--- src/rtl/mem_word_pkg.sv ---
// Shared types and constants for the byte-serial word master.
// Latency: n/a (package only).
// Backpressure: n/a (package only).
package mem_word_pkg;

   localparam int BYTES_PER_WORD = 4;

   typedef enum logic [1:0] {
      IDLE = 2'd0,
      XFER = 2'd1,
      DONE = 2'd2
   } state_t;

endpackage

--- src/rtl/mem_word_lane.sv ---
// Byte-lane steering: selects the big-endian write byte for a lane index and
// decodes a lane index into a one-hot read-lane write enable.
// Latency: combinational. Backpressure: none.
//
// Ports:
//   wr_k    - lane index for the outgoing write byte
//   wr_word - 32-bit word being written
//   wr_byte - wr_word byte for lane wr_k (lane 0 = bits 31:24)
//   rd_k    - lane index of the byte currently being read
//   rd_we   - one-hot enable, bit i set when rd_k == i
module mem_word_lane
   import mem_word_pkg::*;
(
   input  logic [1:0]                wr_k,
   input  logic [31:0]               wr_word,
   output logic [7:0]                wr_byte,
   input  logic [1:0]                rd_k,
   output logic [BYTES_PER_WORD-1:0] rd_we
);

   always_comb begin
      wr_byte = wr_word[31:24];
      case (wr_k)
         2'd0: wr_byte = wr_word[31:24];
         2'd1: wr_byte = wr_word[23:16];
         2'd2: wr_byte = wr_word[15:8];
         2'd3: wr_byte = wr_word[7:0];
         default: wr_byte = wr_word[31:24];
      endcase
   end

   assign rd_we = BYTES_PER_WORD'(1) << rd_k;

endmodule

--- src/rtl/mem_word_master.sv ---
// Word master: turns one 32-bit read/write request into four byte cycles on
// a byte-wide memory, big-endian, base address aligned down to a word.
// Latency: response valid in the 5th cycle after acceptance (4 byte + 1 done).
// Backpressure: one transaction in flight; req_ready only in IDLE, the
//   response is held until rsp_ready and the retire cycle accepts nothing.
//
// Ports:
//   clk, reset                 - clock, synchronous active-high reset
//   req_valid/req_ready        - request handshake
//   req_write/req_adr/req_wdata- request kind, byte address, write word
//   req_be                     - byte write mask (MEM_WORD_MASTER_BYTE_MASK_EN only)
//   rsp_valid/rsp_ready        - response handshake
//   rsp_rdata                  - assembled read word (untouched by writes)
//   memread/memwrite/adr/writedata/memdata - byte-wide memory port
//
// Optional feature macro: MEM_WORD_MASTER_BYTE_MASK_EN adds req_be; a cleared
// bit suppresses memwrite for that byte but keeps the 4-cycle timing.
module mem_word_master
   import mem_word_pkg::*;
#(
   parameter int WIDTH = 8
)
(
   input  logic             clk,
   input  logic             reset,
   input  logic             req_valid,
   output logic             req_ready,
   input  logic             req_write,
   input  logic [WIDTH-1:0] req_adr,
   input  logic [31:0]      req_wdata,
`ifdef MEM_WORD_MASTER_BYTE_MASK_EN
   input  logic [3:0]       req_be,
`endif
   output logic             rsp_valid,
   input  logic             rsp_ready,
   output logic [31:0]      rsp_rdata,
   output logic             memread,
   output logic             memwrite,
   output logic [WIDTH-1:0] adr,
   output logic [WIDTH-1:0] writedata,
   input  logic [WIDTH-1:0] memdata
);

   state_t                    state;
   logic [1:0]                k;
   logic                      write_q;
   logic [WIDTH-1:0]          base_q;
   logic [31:0]               wdata_q;
   logic                      accept;
   logic [1:0]                nk;
   logic [31:0]               word_src;
   logic [3:0]                be_src;
   logic [WIDTH-1:0]          aligned_adr;
   logic [7:0]                wr_byte;
   logic [BYTES_PER_WORD-1:0] rd_we;

   assign req_ready   = (state == IDLE);
   assign accept      = req_valid & req_ready;
   assign aligned_adr = req_adr & ~WIDTH'(3);

   // Memory outputs are registered, so the lane logic works on the byte
   // index of the *next* cycle: 0 at acceptance, k+1 while transferring.
   assign nk       = accept ? 2'd0 : k + 2'd1;
   assign word_src = accept ? req_wdata : wdata_q;

`ifdef MEM_WORD_MASTER_BYTE_MASK_EN
   logic [3:0] be_q;
   assign be_src = accept ? req_be : be_q;
`else
   assign be_src = 4'hF;
`endif

   mem_word_lane u_lane (
      .wr_k    (nk),
      .wr_word (word_src),
      .wr_byte (wr_byte),
      .rd_k    (k),
      .rd_we   (rd_we)
   );

   always_ff @(posedge clk) begin
      if (reset) begin
         state     <= IDLE;
         k         <= 2'd0;
         write_q   <= 1'b0;
         base_q    <= '0;
         wdata_q   <= '0;
         memread   <= 1'b0;
         memwrite  <= 1'b0;
         adr       <= '0;
         writedata <= '0;
         rsp_rdata <= '0;
         rsp_valid <= 1'b0;
`ifdef MEM_WORD_MASTER_BYTE_MASK_EN
         be_q      <= 4'h0;
`endif
      end else begin
         case (state)
            IDLE: begin
               if (accept) begin
                  state     <= XFER;
                  k         <= 2'd0;
                  write_q   <= req_write;
                  base_q    <= aligned_adr;
                  wdata_q   <= req_wdata;
                  adr       <= aligned_adr;
                  memread   <= ~req_write;
                  memwrite  <= req_write & be_src[nk];
                  writedata <= WIDTH'(wr_byte);
`ifdef MEM_WORD_MASTER_BYTE_MASK_EN
                  be_q      <= req_be;
`endif
               end
            end
            XFER: begin
               // memdata is combinational from adr: capture the current byte
               if (!write_q) begin
                  for (int i = 0; i < BYTES_PER_WORD; i++) begin
                     if (rd_we[i])
                        rsp_rdata[31-8*i -: 8] <= memdata[7:0];
                  end
               end
               if (k == 2'd3) begin
                  state     <= DONE;
                  k         <= 2'd0;
                  memread   <= 1'b0;
                  memwrite  <= 1'b0;
                  rsp_valid <= 1'b1;
               end else begin
                  k         <= nk;
                  adr       <= base_q + WIDTH'(nk);
                  memwrite  <= write_q & be_src[nk];
                  writedata <= WIDTH'(wr_byte);
               end
            end
            DONE: begin
               if (rsp_ready) begin
                  state     <= IDLE;
                  rsp_valid <= 1'b0;
               end
            end
            default: state <= IDLE;
         endcase
      end
   end

endmodule

--- config.mk ---
export PLATFORM = sky130hd
export DESIGN_NAME = mem_word_master
export DESIGN_NICKNAME = d
export VERILOG_FILES = /design/src/rtl/mem_word_pkg.sv /design/src/rtl/mem_word_lane.sv /design/src/rtl/mem_word_master.sv
export SDC_FILE = /design/constraint.sdc
export NUM_CORES = 1
export LEC_CHECK = 0
export ABC_CLOCK_PERIOD_IN_PS = 2300
export CORE_ASPECT_RATIO = 0.7
export CORE_MARGIN = 3
export CORE_UTILIZATION = 44
export DETAILED_ROUTE_END_ITERATION = 8
export GPL_ROUTABILITY_DRIVEN = 0
export GPL_TIMING_DRIVEN = 0
export PLACE_DENSITY = 0.81
export SKIP_CTS_REPAIR_TIMING = 1
export SLEW_MARGIN = 25
export SYNTH_ARGS = -nofsm -noshare
export SYNTH_HDL_FRONTEND = slang
export SYNTH_HIERARCHICAL = 1
export SYNTH_SLANG_ARGS = --single-unit
--- constraint.sdc ---
create_clock -name clk -period 2.3 [get_ports clk]
set_input_delay 0.69 -clock clk [delete_from_list [all_inputs] [get_ports clk]]
set_output_delay 0.69 -clock clk [all_outputs]
set_load 0.005 [all_outputs]
==> Word level (Yosys, flattened, before mapping) <==
Cells that the tools add are included.
{ "word_totals": {"wordCells": 74, "output_inout_bits": 52, "regBits": 94, "inputBits": 53} }
{ "classes": {"n_eq_ne": 10, "n_lt_le_gt_ge": 1, "n_shift": 1, "bitwise": 5, "mux": 27, "addsub": 2, "n_reduce_logical": 14} }
{ "ops": {"columns": ["cell", "count"], "rows": [
  ["two-way mux 32 bit", 1],
  ["two-way mux 8 bit", 4],
  ["case mux 8 bit (2 select lines)", 2],
  ["case mux 8 bit (4 select lines)", 1],
  ["AND reduction 3 bit", 8],
  ["two-way mux 2 bit", 6],
  ["adder 8 x 2 -> 8 bit", 1],
  ["== test 2 bit (second input constant)", 4],
  ["two-way mux 1 bit", 7],
  ["!= test 2 bit (second input constant)", 3],
  ["case mux 1 bit (2 select lines)", 3],
  ["case mux 2 bit (3 select lines)", 1],
  ["== test 2 x 1 -> 1 bit (second input constant)", 2],
  ["zero test 2 bit", 2],
  ["case mux 2 bit (2 select lines)", 1],
  ["AND reduction 2 bit", 2],
  ["nonzero test 2 bit", 2],
  ["left shift 1 x 2 -> 4 bit (first input constant)", 1],
  ["AND 1 bit", 3],
  ["< comparator 2 x 3 -> 1 bit (second input constant)", 1],
  ["adder 2 x 1 -> 2 bit (second input constant)", 1],
  ["binary-select mux 1 bit (select 2 bit)", 1],
  ["!= test 2 x 1 -> 1 bit (second input constant)", 1],
  ["inverter 1 bit", 2]
]} }

==> Longest topological paths before layout <==
Gate-level depths: netlist of run 1.
{ "depth": {"word_depth": 8, "ltp_mapped": 8, "depth_no_buf": 5} }

==> Modules after synthesis <==
The synthesis of run 1 kept the hierarchy.
{ "by_module_without_submodules": {"columns": ["mod", "seq_area_each_um2", "n_inst", "cells_each", "area_per_inst_um2"], "rows": [
  ["mem_word_master", 1881.8, 1, 365, 3746.1],
  ["mem_word_lane", 0.0, 1, 14, 219.0]
]} }

==> Worst setup path before layout of run 1 <==
OpenSTA, ideal clock, no wires.
{ "synth_path": {"path_type": "input to register", "from": "in req_valid", "to": "reg writedata[7]", "setup_slack_ns": 0.059, "setup_time_ns": 0.124, "t_required_ns": 2.176, "path_buffers": 1, "stages": 6, "arrival_ns": 2.117, "cell_sequence": "nor3b_4 buf_6 mux2_2 mux4_2 nand2b_1 o21ai_0"} }
{ "synth_between": {"elab_cells_between_ends": 13, "classes_between": "eq/ne (4); mux (6); bitwise (1); reduce/logical (2)"} }
{ "synth_rtl": {"columns": ["item", "line_no", "source"], "rows": [
  ["start, declared", "mem_word_master.sv:26", "input logic req_valid,"],
  ["AND 1 bit (*)", "mem_word_master.sv:58", "assign accept = req_valid & req_ready;"],
  ["two-way mux 32 bit (*)", null, null],
  ["net word_src[7]", "mem_word_master.sv:51", "logic [31:0] word_src;"],
  ["case mux 8 bit (4 select lines) (*)", "mem_word_lane.sv:23", "case (wr_k)"],
  ["net wr_byte[7]", "mem_word_master.sv:54", "logic [7:0] wr_byte;"],
  ["two-way mux 8 bit, on equally long branches", "mem_word_master.sv:123, mem_word_master.sv:100", null],
  ["case mux 8 bit (2 select lines) (*)", "mem_word_master.sv:98", "case (state)"],
  ["end signal, assigned", "mem_word_master.sv:109", "writedata <= WIDTH'(wr_byte);"],
  ["end signal, assigned", "mem_word_master.sv:133", "writedata <= WIDTH'(wr_byte);"],
  ["end, declared", "mem_word_master.sv:40", "output logic [WIDTH-1:0] writedata,"]
]} }
The timed path passes the listed nets; every way through them passes the cells marked *. The select of a mux whose other input is x is not followed.
A chain may end at the register's enable or synchronous reset.

==> Worst setup path in the final report of run 1 <==
{ "layout_path": {"from": "reg state[1]", "to": "out req_ready"} }
{ "layout_between": {"elab_chain_cells": 1} }
{ "layout_lines": {"columns": ["item", "line_no", "source"], "rows": [
  ["start, declared", "mem_word_master.sv:44", "state_t state;"],
  ["start signal, assigned", "mem_word_master.sv:83", "state <= IDLE;"],
  ["start signal, assigned", "mem_word_master.sv:101", "state <= XFER;"],
  ["start signal, assigned", "mem_word_master.sv:124", "state <= DONE;"],
  ["zero test 2 bit", "mem_word_master.sv:57", "assign req_ready = (state == IDLE);"],
  ["end, declared", "mem_word_master.sv:27", "output logic req_ready,"]
]} }
No other way between the ends.

==> results of run 1 <==
[Yosys cell counts (6+ instances only)]
| cell type | n |
|---|---|
| nor2_1 | 40 |
| nand2b_1 | 10 |
| o22ai_1 | 6 |
| buf_2 | 6 |
| inv_1 | 7 |
| dfxtp_1 | 94 |
| o21ai_0 | 17 |
| mux2_2 | 27 |
| clkbuf_1 | 12 |
| mux2i_1 | 33 |
| nand2_1 | 16 |
| mux4_2 | 8 |
| nor2b_1 | 42 |
| a21oi_1 | 12 |
[path summary, 6_finish.rpt]
check	depth (start not counted)	endpoint
max	3	req_ready
min	2	base_q[5]
max reg2reg	7	writedata[3]
min reg2reg	2	base_q[5]
[cells by family after synthesis]
| logic type | after synthesis |
|---|---|
| AOI/OAI and AO/OA | 47 |
| muxes | 73 |
| and+or+nand+nor | 127 |
| DFF | 94 |
| adders and majority gates | 2 |
| buffers and inverters | 36 |
[state kept, by name, indices dropped and copies added (netlist names)]
signal	count
memwrite	1
memread	1
rsp_rdata	32
adr	8
write_q	1
rsp_valid	1
base_q	6
wdata_q	32
k	2
writedata	8
state	2
[power breakdown]
part	total (mW)	internal [mW]	leakage, nW	switching (mW)
Combinational	0.560	0.329	1.11	0.231
Clock	1.48	0.851	0.143	0.625
Sequential	1.75	1.71	0.768	0.0417
Total	3.79	2.89	2.02	0.898
[per-stage QoR]
step / hold slack [ps] / total power, mW / worst slack, ps / instances / cell area, um^2
2_1_floorplan: 436.5 / 2.086 / 58.92 / 379 / 3965
3_5_place_dp: 446.6 / 2.343 / -698.7 / 600 / 5126
5_1_grt: 483.3 / 3.936 / 15.60 / 616 / 5440
4_1_cts: 455.4 / 3.816 / -392.9 / 616 / 5424
6_report: 457.8 / 3.789 / 71.79 / 616 / 5440
3_3_place_gp: 443.5 / 2.325 / -690.3 / 600 / 5126
[final cells by class]
| cell class | count | area (um^2) |
|---|---|---|
| Tap cell | 120 | 150.1 |
| Fill cell | 707 | 3178 |
| Timing Repair Buffer | 103 | 1028 |
| Sequential cell | 94 | 1883 |
| Inverter | 7 | 26.28 |
| Multi-Input combinational cell | 249 | 1893 |
| Clock inverter | 6 | 68.82 |
| Clock buffer | 10 | 229.0 |
| Buffer | 27 | 161.4 |
[metal layers]
metal / up-vias / wire (um) / global-route usage / part of all wire
li1: 1518 / - / - / -
met1: 1525 / 4756 / 0.2838 / 0.47
met2: 75 / 4767 / 0.3212 / 0.47
met3: 10 / 456 / 0.03598 / 0.045
met4: 0 / 122 / 0.05925 / 0.012
met5: - / 0 / 0 / 0
[worst max-delay path, delay by kind of cell, from the launching register on]
kind	cells	cell delay, ps
buffers and inverters	2	720
DFF	1	370
and+or+nand+nor	1	130
==> flow_summary.toml, run 1 <==
[die]
core_um2 = 8618
die_area_um2 = 10200
num_io_pins = 105
die_w_um = 119.5
start_util = 0.4601
dieHeight_um = 85.43
rows = 28

[logic_synthesis]
yosysSeqAreaShare = 0.4746
yosysTopAreaCellShare = 0.4746
synthCells = 379
synth.area.mux_share = 0.2196
synth_edf_count = 0
yosys_warnings = 6
synth_fa_ha_area_frac = 0.006311
netlist_area_um2 = 3965
syn_nets = 434
synth_simple_gate_area_frac = 0.1773
synthFlopType = "dfxtp_1"
ys_seq_elements = 94
synth_compound_area_frac = 0.07226
synthXorXnorAreaFrac = 0
async_reset_ff_frac = 0
synth_top_family_by_area = "multiplexers"
synth_cell_type_count = 38
synth_top_area_cell = "dfxtp_1"
synth_area_leaders = "dfxtp_1, mux2i_1, mux2_2"
synth.avg_cell_area_um2 = 10.46

[route]
drt_wl_total_mm = 10.10
viasPerCell = 5.078
vias = 3128
routedWlPerCell_um = 16.40
drt-initial-drc-count = 155
first_pass_iters = 4
postRouteAntennaNets = 0
post-route-drc-count = 0

[power_and_ir_drop]
ir_drop_v = 0.0004135
power_density_nw_per_um2 = 696.5
p_leak_nw = 2.024

[worst_setup_path]
crit_arrival_ps = 1540
required_ps = 1610
crit_fanout = 10
startpoint_type = "register"
endpoint_kind = "output port"
r2r_start = "state[1]"
rrSetupSlack_ps = 200
crit_chain = "clkbuf_4 > nor2_2 > clkdlybuf4s50_1"
slowest_delay_ps = 510
slowest_stage = "clkdlybuf4s50_1"
critical_path_class = "register to output port"
critPathLaunch = "state[1]"

[global_route]
grt_pass1_wl_mm = 16.31
grt_antenna_before_repair = 0
grt_use_total = 0.2021
grt_start_max_net_pins = 17
grt.overflow.total = 0
grt_pass1_vias = 3201

[timing]
drv_slew = 0
rsz0062_at_grt = "false"
fin_crit_ps = 2228
fmax_mhz = 448.8
setup_viol = 0
final_hold_viol_count = 0
slew-limit-headroom = 0.6071
skew_ps = 9.558
min_period_over_period = 0.9688
tightestPinTransition_ps = 589.3
tns_ps = 0

[clock_network]
clk_path_buf_depth = 2
path_clk_slew_ps = 70
clock_latency_ps = 330
cts_buffers = 9
cts_tree = "yes"
htreeDepth = 3
clock-sinks = 94
cts_root_buffer = "clkbuf_16"

[job]
max-cap-violations = 0

[status]
status = "finished clean"

[layout]
final_cell_mix = "clkdlybuf4s50_1, dfxtp_1, nor2b_1"
final_common_cell = "clkdlybuf4s50_1"
final_util = 0.6312
antenna_cells = 0
synthToLayoutAreaGrowth_pct = 37.20
drive_above_1_share = 0.1593
nNetsFinal = 546

[placement]
dp_hpwl_mm = 7.540
port_buffers = 101

[worst_hold_path]
hold_class = "register to register"
min_from = "base_q[5]"
Note: power is estimated with default switching activity, not from simulation.
==> inputs of run 2 (changes only) <==
--- a/config.mk
+++ b/config.mk
@@ -13,7 +13,6 @@
 export GPL_ROUTABILITY_DRIVEN = 0
 export GPL_TIMING_DRIVEN = 0
 export PLACE_DENSITY = 0.81
-export SKIP_CTS_REPAIR_TIMING = 1
 export SLEW_MARGIN = 25
 export SYNTH_ARGS = -nofsm -noshare
 export SYNTH_HDL_FRONTEND = slang
==> flow_summary.toml, run 2 (synthesis gave the netlist of run 1 again) <==
[global_route]
grt_use_total = 0.2046
grt_antenna_before_repair = 0
grt_pass1_vias = 3248
grt_pass1_wl_mm = 16.51
grt.overflow.total = 0
grt_start_max_net_pins = 17

[job]
max-cap-violations = 0

[route]
first_pass_iters = 4
routedWlPerCell_um = 16.95
vias = 3186
postRouteAntennaNets = 0
drt_wl_total_mm = 10.50
viasPerCell = 5.147
drt-initial-drc-count = 161
post-route-drc-count = 0

[power_and_ir_drop]
power_density_nw_per_um2 = 693.1
p_leak_nw = 2.052
swShare = 0.2389
seqPwrFrac = 0.459
combPwrFrac = 0.153
p_sw_uw = 913.1
ir_drop_v = 0.0004193
clkPwrFrac = 0.388
p_int_mw = 2.909

[layout]
final_cell_mix = "clkdlybuf4s50_1, dfxtp_1, nor2b_1"
fill_cells = 692
drive_above_1_share = 0.1643
nNetsFinal = 549
antenna_cells = 0
final_util = 0.6398
synthToLayoutAreaGrowth_pct = 39.07
finalNonFillerCells = 619
reg.largest.list = "rsp_rdata x32, wdata_q x32"
design_area_um2 = 5514
final_common_cell = "clkdlybuf4s50_1"

[timing]
final_hold_viol_count = 0
setup_ws_ps = 60.56
fin_crit_ps = 2239
min_period_over_period = 0.9737
setup_viol = 0
skew_ps = 8.758
slew-limit-headroom = 0.6041
drv_slew = 0
tightestPinTransition_ps = 593.9
fmax_mhz = 446.5

[worst_setup_path]
startpoint_type = "input port"
endpoint_kind = "register"
crit_fanout = 6
required_ps = 2510
crit_arrival_ps = 2450
critical_path_class = "input port to register"

[clock_network]
postCtsHoldBufs = 0
cts_tree = "yes"
clk_path_buf_depth = 2
cts_buffers = 9
cts_root_buffer = "clkbuf_16"
path_clk_slew_ps = 70
htreeDepth = 3
clock_latency_ps = 340
clock-sinks = 94

[die]
rows = 28
die_area_um2 = 10200
dieHeight_um = 85.43
core_um2 = 8618
num_io_pins = 105
start_util = 0.4601
die_w_um = 119.5

[status]
status = "finished clean"

[placement]
dp.cells = 600
port_buffers = 101
dpl_cell_area_um2 = 5126
dp_hpwl_mm = 7.540
dp_slack_ps = -698.7

[worst_hold_path]
hold_class = "register to register"
[run 2: critical path, stage by stage]
cell,delay [ps]
clkdlybuf4s15_1,220
nor3b_4,200
buf_6,180
buf_4,170
mux2_1,340
mux4_2,470
nand2b_1,90
o21ai_0,80
[run 2: layer usage]
layer	up-vias	GRT usage	share of wire
li1	1527	-	-
met1	1553	0.2838	0.44
met2	96	0.3258	0.48
met3	10	0.04064	0.062
met4	0	0.06133	0.011
met5	-	0	0
[run 2: cell type report]
cell class	count	area [um^2]	area share
inverters	7	26.28	0.004765
multi-input cells	249	1897	0.3440
repair buffers	107	1077	0.1954
clock buffers	10	229.0	0.04152
clock inverters	6	68.82	0.01248
plain buffers	26	182.7	0.03313
flip-flops and latches	94	1883	0.3415
well taps	120	150.1	0.02723
[run 2: repair_timing]
item | CTS | global route
endpoints found under the setup margin | 9 | 9
cloned | 1 | 1
setup buffers | 2 | 2
gates resized for setup | 5 | 14
[run 2: path summary, 6_finish.rpt]
kind / startpoint / to / slack, ps / cells past startpoint
setup / recovery: req_valid / writedata[5] / 60 / 8
hold / removal: base_q[5] / base_q[5] / 460 / 2
setup reg to reg: state[1] / writedata[5] / 260 / 7
hold reg to reg: base_q[5] / base_q[5] / 460 / 2
[run 2: stage by stage]
stage / hold slack [ps] / total power, mW / setup TNS [ps]
after global placement: 443.5 / 2.325 / -10120
after global routing: 483.3 / 3.965 / -54.20
after detailed placement: 446.6 / 2.343 / -10590
after floorplan: 436.5 / 2.086 / 0
after CTS: 455.4 / 3.821 / 0
final: 459.8 / 3.822 / 0
[run 2: power by group through the flow]
stage                     Sequential, mW  Clock, mW  Combinational (mW)
after floorplan                     1.78          0               0.304
after global placement              1.78          0               0.541
after detailed placement            1.79          0               0.555
after CTS                           1.75       1.50               0.564
after global routing                1.76       1.57               0.635
final                               1.75       1.48               0.586
